$ cat src/rtl/mult_cdb_buffer_if.sv
// Handshake bundle tying the issue stage, the mult unit outputs and the CDB
// arbiter to mult_cdb_buffer. The buffer uses the slave view.
interface mult_cdb_buffer_if #(
  parameter int TAG_W  = 6,
  parameter int DATA_W = 32
);
  logic              issue_valid;
  logic [TAG_W-1:0]  issue_tag;
  logic              issue_ready;
  logic              squash;
  logic              mult_done;
  logic [DATA_W-1:0] mult_result;
  logic              cdb_valid;
  logic [TAG_W-1:0]  cdb_tag;
  logic [DATA_W-1:0] cdb_value;
  logic              cdb_grant;
  logic              error;

  modport master (
    output issue_valid, issue_tag, squash, mult_done, mult_result, cdb_grant,
    input  issue_ready, cdb_valid, cdb_tag, cdb_value, error
  );

  modport slave (
    input  issue_valid, issue_tag, squash, mult_done, mult_result, cdb_grant,
    output issue_ready, cdb_valid, cdb_tag, cdb_value, error
  );
endinterface

$ cat src/rtl/mult_cdb_buffer.sv
// Completion buffer behind the non-stallable multiplier: tracks tags alongside
// the mult pipeline, queues finished results and hands them to the CDB on grant.
`ifndef MULT_STAGES
`define MULT_STAGES 4
`endif

module mult_cdb_buffer #(
  parameter int STAGES = `MULT_STAGES,
  parameter int DEPTH  = 4,
  parameter int TAG_W  = 6,
  parameter int DATA_W = 32
) (
  input logic              clock,
  input logic              reset,
  mult_cdb_buffer_if.slave bus
);

  localparam int PTR_W = $clog2(DEPTH);
  localparam int CNT_W = $clog2(DEPTH) + 1;
  localparam int OCC_W = $clog2(DEPTH + STAGES + 1);

  localparam logic [PTR_W-1:0] PTR_ZERO  = {PTR_W{1'b0}};
  localparam logic [PTR_W-1:0] PTR_ONE   = PTR_W'(1);
  localparam logic [CNT_W-1:0] CNT_ZERO  = {CNT_W{1'b0}};
  localparam logic [CNT_W-1:0] CNT_ONE   = CNT_W'(1);
  localparam logic [OCC_W-1:0] DEPTH_OCC = OCC_W'(DEPTH);

  function automatic logic [OCC_W-1:0] popcount(input logic [STAGES-1:0] v);
    logic [OCC_W-1:0] c;
    c = {OCC_W{1'b0}};
    for (int i = 0; i < STAGES; i++) begin
      c = c + OCC_W'(v[i]);
    end
    return c;
  endfunction

  // Tracking pipeline, plus a shadow of ops killed by squash that the mult
  // unit will still finish; their done pulses are expected, not errors.
  logic [STAGES-1:0] trk_vld_q, trk_vld_d;
  logic [STAGES-1:0] ghost_q, ghost_d;
  logic [TAG_W-1:0]  trk_tag_q [STAGES];

  logic [TAG_W-1:0]  tag_mem_q [DEPTH];
  logic [DATA_W-1:0] val_mem_q [DEPTH];
  logic [PTR_W-1:0]  head_q, head_d;
  logic [PTR_W-1:0]  tail_q, tail_d;
  logic [CNT_W-1:0]  cnt_q, cnt_d;
  logic              err_q, err_d;

  logic [OCC_W-1:0]  inflight_s;
  logic [OCC_W-1:0]  occ_s;
  logic              issue_ready_s;
  logic              cdb_valid_s;
  logic              started_s;
  logic              fire_s;
  logic              cap_vld_s;
  logic              push_s;
  logic              pop_s;
  logic              mismatch_s;

  // Handshake decode; credit and CDB valid come from registered state only
  always_comb begin
    inflight_s    = popcount(trk_vld_q);
    occ_s         = OCC_W'(cnt_q) + inflight_s;
    issue_ready_s = (occ_s < DEPTH_OCC);
    cdb_valid_s   = (cnt_q != CNT_ZERO);
    started_s     = bus.issue_valid && issue_ready_s;
    fire_s        = started_s && !bus.squash;
    cap_vld_s     = trk_vld_q[STAGES-1];
    push_s        = cap_vld_s && !bus.squash;
    pop_s         = cdb_valid_s && bus.cdb_grant;
    if (cap_vld_s) begin
      mismatch_s = !bus.mult_done;
    end else begin
      mismatch_s = bus.mult_done && !ghost_q[STAGES-1];
    end
  end

  // Tracking and squash-shadow next state
  always_comb begin
    trk_vld_d = {STAGES{1'b0}};
    ghost_d   = {STAGES{1'b0}};
    if (bus.squash) begin
      ghost_d[0] = started_s;
      for (int k = 1; k < STAGES; k++) begin
        ghost_d[k] = ghost_q[k-1] | trk_vld_q[k-1];
      end
    end else begin
      trk_vld_d[0] = fire_s;
      for (int k = 1; k < STAGES; k++) begin
        trk_vld_d[k] = trk_vld_q[k-1];
        ghost_d[k]   = ghost_q[k-1];
      end
    end
  end

  // FIFO pointer/count next state; squash discards everything after the pop
  always_comb begin
    head_d = head_q;
    tail_d = tail_q;
    cnt_d  = cnt_q;
    if (bus.squash) begin
      head_d = PTR_ZERO;
      tail_d = PTR_ZERO;
      cnt_d  = CNT_ZERO;
    end else begin
      if (pop_s) begin
        head_d = head_q + PTR_ONE;
      end else begin
        head_d = head_q;
      end
      if (push_s) begin
        tail_d = tail_q + PTR_ONE;
      end else begin
        tail_d = tail_q;
      end
      case ({push_s, pop_s})
        2'b10:   cnt_d = cnt_q + CNT_ONE;
        2'b01:   cnt_d = cnt_q - CNT_ONE;
        default: cnt_d = cnt_q;
      endcase
    end
  end

  // Sticky consistency flag
  always_comb begin
    err_d = err_q | mismatch_s;
  end

  // Control state
  always_ff @(posedge clock or posedge reset) begin
    if (reset) begin
      trk_vld_q <= {STAGES{1'b0}};
      ghost_q   <= {STAGES{1'b0}};
      head_q    <= PTR_ZERO;
      tail_q    <= PTR_ZERO;
      cnt_q     <= CNT_ZERO;
      err_q     <= 1'b0;
    end else begin
      trk_vld_q <= trk_vld_d;
      ghost_q   <= ghost_d;
      head_q    <= head_d;
      tail_q    <= tail_d;
      cnt_q     <= cnt_d;
      err_q     <= err_d;
    end
  end

  // Payload storage; qualified by the valid bits above so it needs no reset
  always_ff @(posedge clock) begin
    trk_tag_q[0] <= bus.issue_tag;
    for (int k = 1; k < STAGES; k++) begin
      trk_tag_q[k] <= trk_tag_q[k-1];
    end
    if (push_s) begin
      tag_mem_q[tail_q] <= trk_tag_q[STAGES-1];
      val_mem_q[tail_q] <= bus.mult_result;
    end
  end

  // Head is gated so an empty FIFO presents zeros instead of stale entries
  assign bus.issue_ready = issue_ready_s;
  assign bus.cdb_valid   = cdb_valid_s;
  assign bus.cdb_tag     = cdb_valid_s ? tag_mem_q[head_q] : {TAG_W{1'b0}};
  assign bus.cdb_value   = cdb_valid_s ? val_mem_q[head_q] : {DATA_W{1'b0}};
  assign bus.error       = err_q;

endmodule

$ cat src/flat_wrapper.sv
// flat-port wrapper written by rule: the top's interface ports become plain ports
module mult_cdb_buffer_flat 
#(
  parameter int STAGES = `MULT_STAGES,
  parameter int DEPTH  = 4,
  parameter int TAG_W  = 6,
  parameter int DATA_W = 32
)
  (clock, reset, bus_issue_valid, bus_issue_tag, bus_squash, bus_mult_done, bus_mult_result, bus_cdb_grant, bus_issue_ready, bus_cdb_valid, bus_cdb_tag, bus_cdb_value, bus_error);
  mult_cdb_buffer_if #(.TAG_W(TAG_W), .DATA_W(DATA_W)) bus_i ();
  input logic clock;
  input logic reset;
  input wire logic [$bits(bus_i.issue_valid)-1:0] bus_issue_valid;
  input wire logic [$bits(bus_i.issue_tag)-1:0] bus_issue_tag;
  input wire logic [$bits(bus_i.squash)-1:0] bus_squash;
  input wire logic [$bits(bus_i.mult_done)-1:0] bus_mult_done;
  input wire logic [$bits(bus_i.mult_result)-1:0] bus_mult_result;
  input wire logic [$bits(bus_i.cdb_grant)-1:0] bus_cdb_grant;
  output wire logic [$bits(bus_i.issue_ready)-1:0] bus_issue_ready;
  output wire logic [$bits(bus_i.cdb_valid)-1:0] bus_cdb_valid;
  output wire logic [$bits(bus_i.cdb_tag)-1:0] bus_cdb_tag;
  output wire logic [$bits(bus_i.cdb_value)-1:0] bus_cdb_value;
  output wire logic [$bits(bus_i.error)-1:0] bus_error;
  assign bus_i.issue_valid = bus_issue_valid;
  assign bus_i.issue_tag = bus_issue_tag;
  assign bus_i.squash = bus_squash;
  assign bus_i.mult_done = bus_mult_done;
  assign bus_i.mult_result = bus_mult_result;
  assign bus_i.cdb_grant = bus_cdb_grant;
  assign bus_issue_ready = bus_i.issue_ready;
  assign bus_cdb_valid = bus_i.cdb_valid;
  assign bus_cdb_tag = bus_i.cdb_tag;
  assign bus_cdb_value = bus_i.cdb_value;
  assign bus_error = bus_i.error;
  mult_cdb_buffer #(.STAGES(STAGES), .DEPTH(DEPTH), .TAG_W(TAG_W), .DATA_W(DATA_W)) u_core (.clock(clock), .reset(reset), .bus(bus_i));
endmodule
$ cat config.mk
export PLATFORM = sky130hd
export DESIGN_NAME = mult_cdb_buffer_flat
export DESIGN_NICKNAME = d
export VERILOG_FILES = /design/src/rtl/mult_cdb_buffer_if.sv /design/src/rtl/mult_cdb_buffer.sv /design/src/flat_wrapper.sv
export SDC_FILE = /design/constraint.sdc
export NUM_CORES = 1
export LEC_CHECK = 0
export ABC_AREA = 1
export CAP_MARGIN = 40
export CORE_MARGIN = 1
export CORE_UTILIZATION = 40
export CTS_BUF_LIST = sky130_fd_sc_hd__clkbuf_8
export CTS_CLUSTER_DIAMETER = 150
export DETAILED_ROUTE_END_ITERATION = 10
export PLACE_DENSITY = 0.7
export SLEW_MARGIN = 5
export SYNTH_ARGS = -nofsm -noshare
export SYNTH_HDL_FRONTEND = slang
export SYNTH_SLANG_ARGS = --single-unit
$ cat constraint.sdc
create_clock -name clock -period 3.09 [get_ports clock]
set_input_delay 0.618 -clock clock [delete_from_list [all_inputs] [get_ports clock]]
set_output_delay 0.618 -clock clock [all_outputs]
set_load 0.1 [all_outputs]
==> results.yml <==
logic_synthesis:
  ys_warn_count: 0
  yosys.area_share.simple: 0.1020
  yosys.area_share.adder: 0.01946
  ys_ff_latch: 192
  synthMuxAreaShare: 0
  ys_async_sr_fraction: 0.08333
  avgSynthCellArea_um2: 12.74
  synth_top_family_by_area: "simple AND/OR/NAND/NOR gates"
  synth_compound_area_frac: 0.08933
  synth_xor_area_frac: 0.001217
  synth_ff_type: "edfxtp_1"
  synth_cell_type_count: 28
  synthCells: 565
  synth.largest_area_cell: "edfxtp_1"
  ys_seq_area_frac: 0.7563
  synth_fp_nets: 619
  synth_top_area_share: 0.6340
  synth_top_cells_by_area: "edfxtp_1 63%, nor2_1 8.6%, dfxtp_1 6.7%"
  syn_area_mm2: 0.007199
  synth_edf_count: 152
floorplan:
  core_area_mm2: 0.01742
  initial_core_util: 0.4134
  ios: 85
  die_x_um: 136.2
  die-area_mm2: 0.01854
  die_h_um: 136.2
  row_count: 48
power:
  ir_worst_vdd_mv: 0.4027
  powerDensity_mw_per_mm2: 550.0
  p_leak_nw: 3.301
worst_setup_path:
  end_kind: "output port"
  crit_start: "u_core.trk_vld_q[1]"
  criticalPathCategory: "reg -> out"
  regToRegEndpoint: "u_core.ghost_q[0]"
  crit_path_start_kind: "flop"
  worstPathMaxFanout: 2
  endpoint: "bus_issue_ready"
  r2r_slack_ns: 0.97
  required_ns: 2.47
  critical_path_arrival_ns: 2.39
  r2r-start: "u_core.trk_vld_q[1]"
  r2r_cells: 9
sta:
  hold_ws_ns: 0.3277
  setup_viol: 0
  layout_min_cycle_time_ns: 3.005
  maxSlewViolCount: 0
  relSlewSlack: 0.5644
  hold_violations: 0
  max_freq_mhz: 332.8
  finalCritPeriodShare: 0.9724
  worst_pin_slew_ns: 0.6525
  clock_skew_ns: 0.008062
  rsz0062_at_grt: "true"
finish:
  final_common_cell: "nor2_1"
  fin_area_mm2: 0.009278
  multiInputGateArea_mm2: 0.001642
  nNetsFinal: 708
  layout_common_cells: "160 x nor2_1, 152 x edfxtp_1, 65 x o21ai_0"
  seqCellArea_mm2: 0.005448
  num_antenna_cells: 0
  drive_gt1_frac: 0.1784
  area_growth_pct: 28.87
  fill_cells: 1422
clock_network:
  clk_pin_slew_ns: 0.09
  clockBufferDepth: 2
  cts_tree: "done"
  clockRootBuffer: "clkbuf_8"
  clock_sinks: 192
  hold_buffers: 0
  worstSkewPairLatency_ns: 0.46
  h-tree-depth: 4
  cts_buffers: 17
placement:
  finalWeightedCongestion: 0.7402
  post_dp_cell_area_mm2: 0.008772
  portBuffers: 84
  dpl.hpwl_um: 8282
grt:
  grt_max_degree: 55
  grt.overflow.total: 0
  antenna_found_initial: 0
  grt_usage: 0.1646
  grt_pass1_wl_um: 22600
  grt_pass1_vias: 4503
routing:
  antenna_left: 0
  drtIter0Drc: 218
  wirelength_um: 14260
  drt-pass1-iter-count: 5
  drc: 0
  vias_per_cell: 4.971
  vias: 4434
  wl_per_cell_um: 15.98
hold_path:
  hold_path_class: "reg -> reg"
job:
  maxCapViolCount: 0
outcome:
  status: "complete, no violations"
-- cell type report --
| class | count | area share |
|---|---|---|
| clock buffer | 17 | 0.02522 |
| clock inverter | 15 | 0.02212 |
| inverter | 20 | 0.008496 |
| multi-input combinational | 324 | 0.1769 |
| sequential | 192 | 0.5872 |
| tap | 225 | 0.03034 |
| timing repair buffer | 99 | 0.1497 |
-- kinds of logic (layout without fill, tap and decap cells) --
logic type,after synthesis,after routing
xor gates and xnor gates,1,1
adders and majority gates,10,10
buffers and inverters,49,151
AOI/OAI and AO/OA,125,125
DFF,192,192
and+or+nand+nor,188,188
-- sequential cells by signal (all words and copies together), names as in the netlist --
signal and flops:
u_core.tag_mem_q 24, u_core.ghost_q 4, u_core.head_q 2, u_core.trk_vld_q 4, u_core.val_mem_q 128, u_core.bus.error 1
u_core.trk_tag_q 24, u_core.cnt_q 3, u_core.tail_q 2
-- cells in the mapped netlist, types with 2 or more instances --
cell type    n
nor2_1     164
edfxtp_1   152
o21ai_0     65
a21oi_1     41
dfxtp_1     24
nand2_1     18
inv_1       17
dfrtp_1     16
o21ai_1     13
buf_2       12
ha_1         8
clkbuf_1     7
buf_4        5
inv_2        3
o21bai_1     3
buf_1        2
clkbuf_2     2
fa_1         2
nand3_1      2
-- metrics by stage --
stage | setup slack, ns | utilization | TNS [ns] | instances | power (W)
final | 0.08530 | 0.5327 | 0 | 892 | 0.005103
after global routing | -0.007350 | 0.5327 | -0.007350 | 892 | 0.005278
after CTS | 0.01899 | 0.5289 | 0 | 888 | 0.005144
after detailed placement | 0.4451 | 0.5037 | 0 | 856 | 0.003395
after global placement | 0.4835 | 0.5037 | 0 | 856 | 0.003384
after floorplan | -0.3880 | - | -9.548 | 565 | 0.003175
-- how the worst min path moves through the flow --
stage	endpoint	depth (start not counted)	from	slack, ns
floorplan	u_core.trk_tag_q[1][0]	0	u_core.trk_tag_q[0][0]	0.31
global placement	u_core.trk_tag_q[1][3]	0	u_core.trk_tag_q[0][3]	0.31
detailed placement	u_core.trk_tag_q[3][0]	0	u_core.trk_tag_q[2][0]	0.31
CTS	u_core.trk_tag_q[3][0]	0	u_core.trk_tag_q[2][0]	0.33
global route	u_core.trk_tag_q[3][0]	0	u_core.trk_tag_q[2][0]	0.33
finish	u_core.trk_tag_q[2][3]	0	u_core.trk_tag_q[1][3]	0.33
-- layer usage --
layer	vias to the layer above	global-route usage	part of all wire
met5	-	0	0
met4	0	0.06914	0.017
met3	19	0.03617	0.048
met2	117	0.2820	0.52
met1	2165	0.1999	0.42
li1	2133	-	-
-- report_power, final --
part	total [W]	switching, W	leakage, nW	internal (W)
sequential	0.00282	0.0000134	1.78	0.00281
combinational	0.000516	0.000337	1.31	0.000179
clock	0.00176	0.000871	0.214	0.000891
-- worst max-delay path, stage by stage, from the launching register on --
cell,delay [ns]
dfrtp_1,0.42
ha_4,0.25
fa_2,0.36
ha_4,0.23
nand3_2,0.06
inv_2,0.05
nor4_4,0.35
buf_12,0.22
-- timing repair --
item | CTS | global route
gates resized for setup | 0 | 8
setup endpoints to repair | 0 | 7
buffers inserted | 0 | 4
Note: power is estimated with default switching activity, not from simulation.
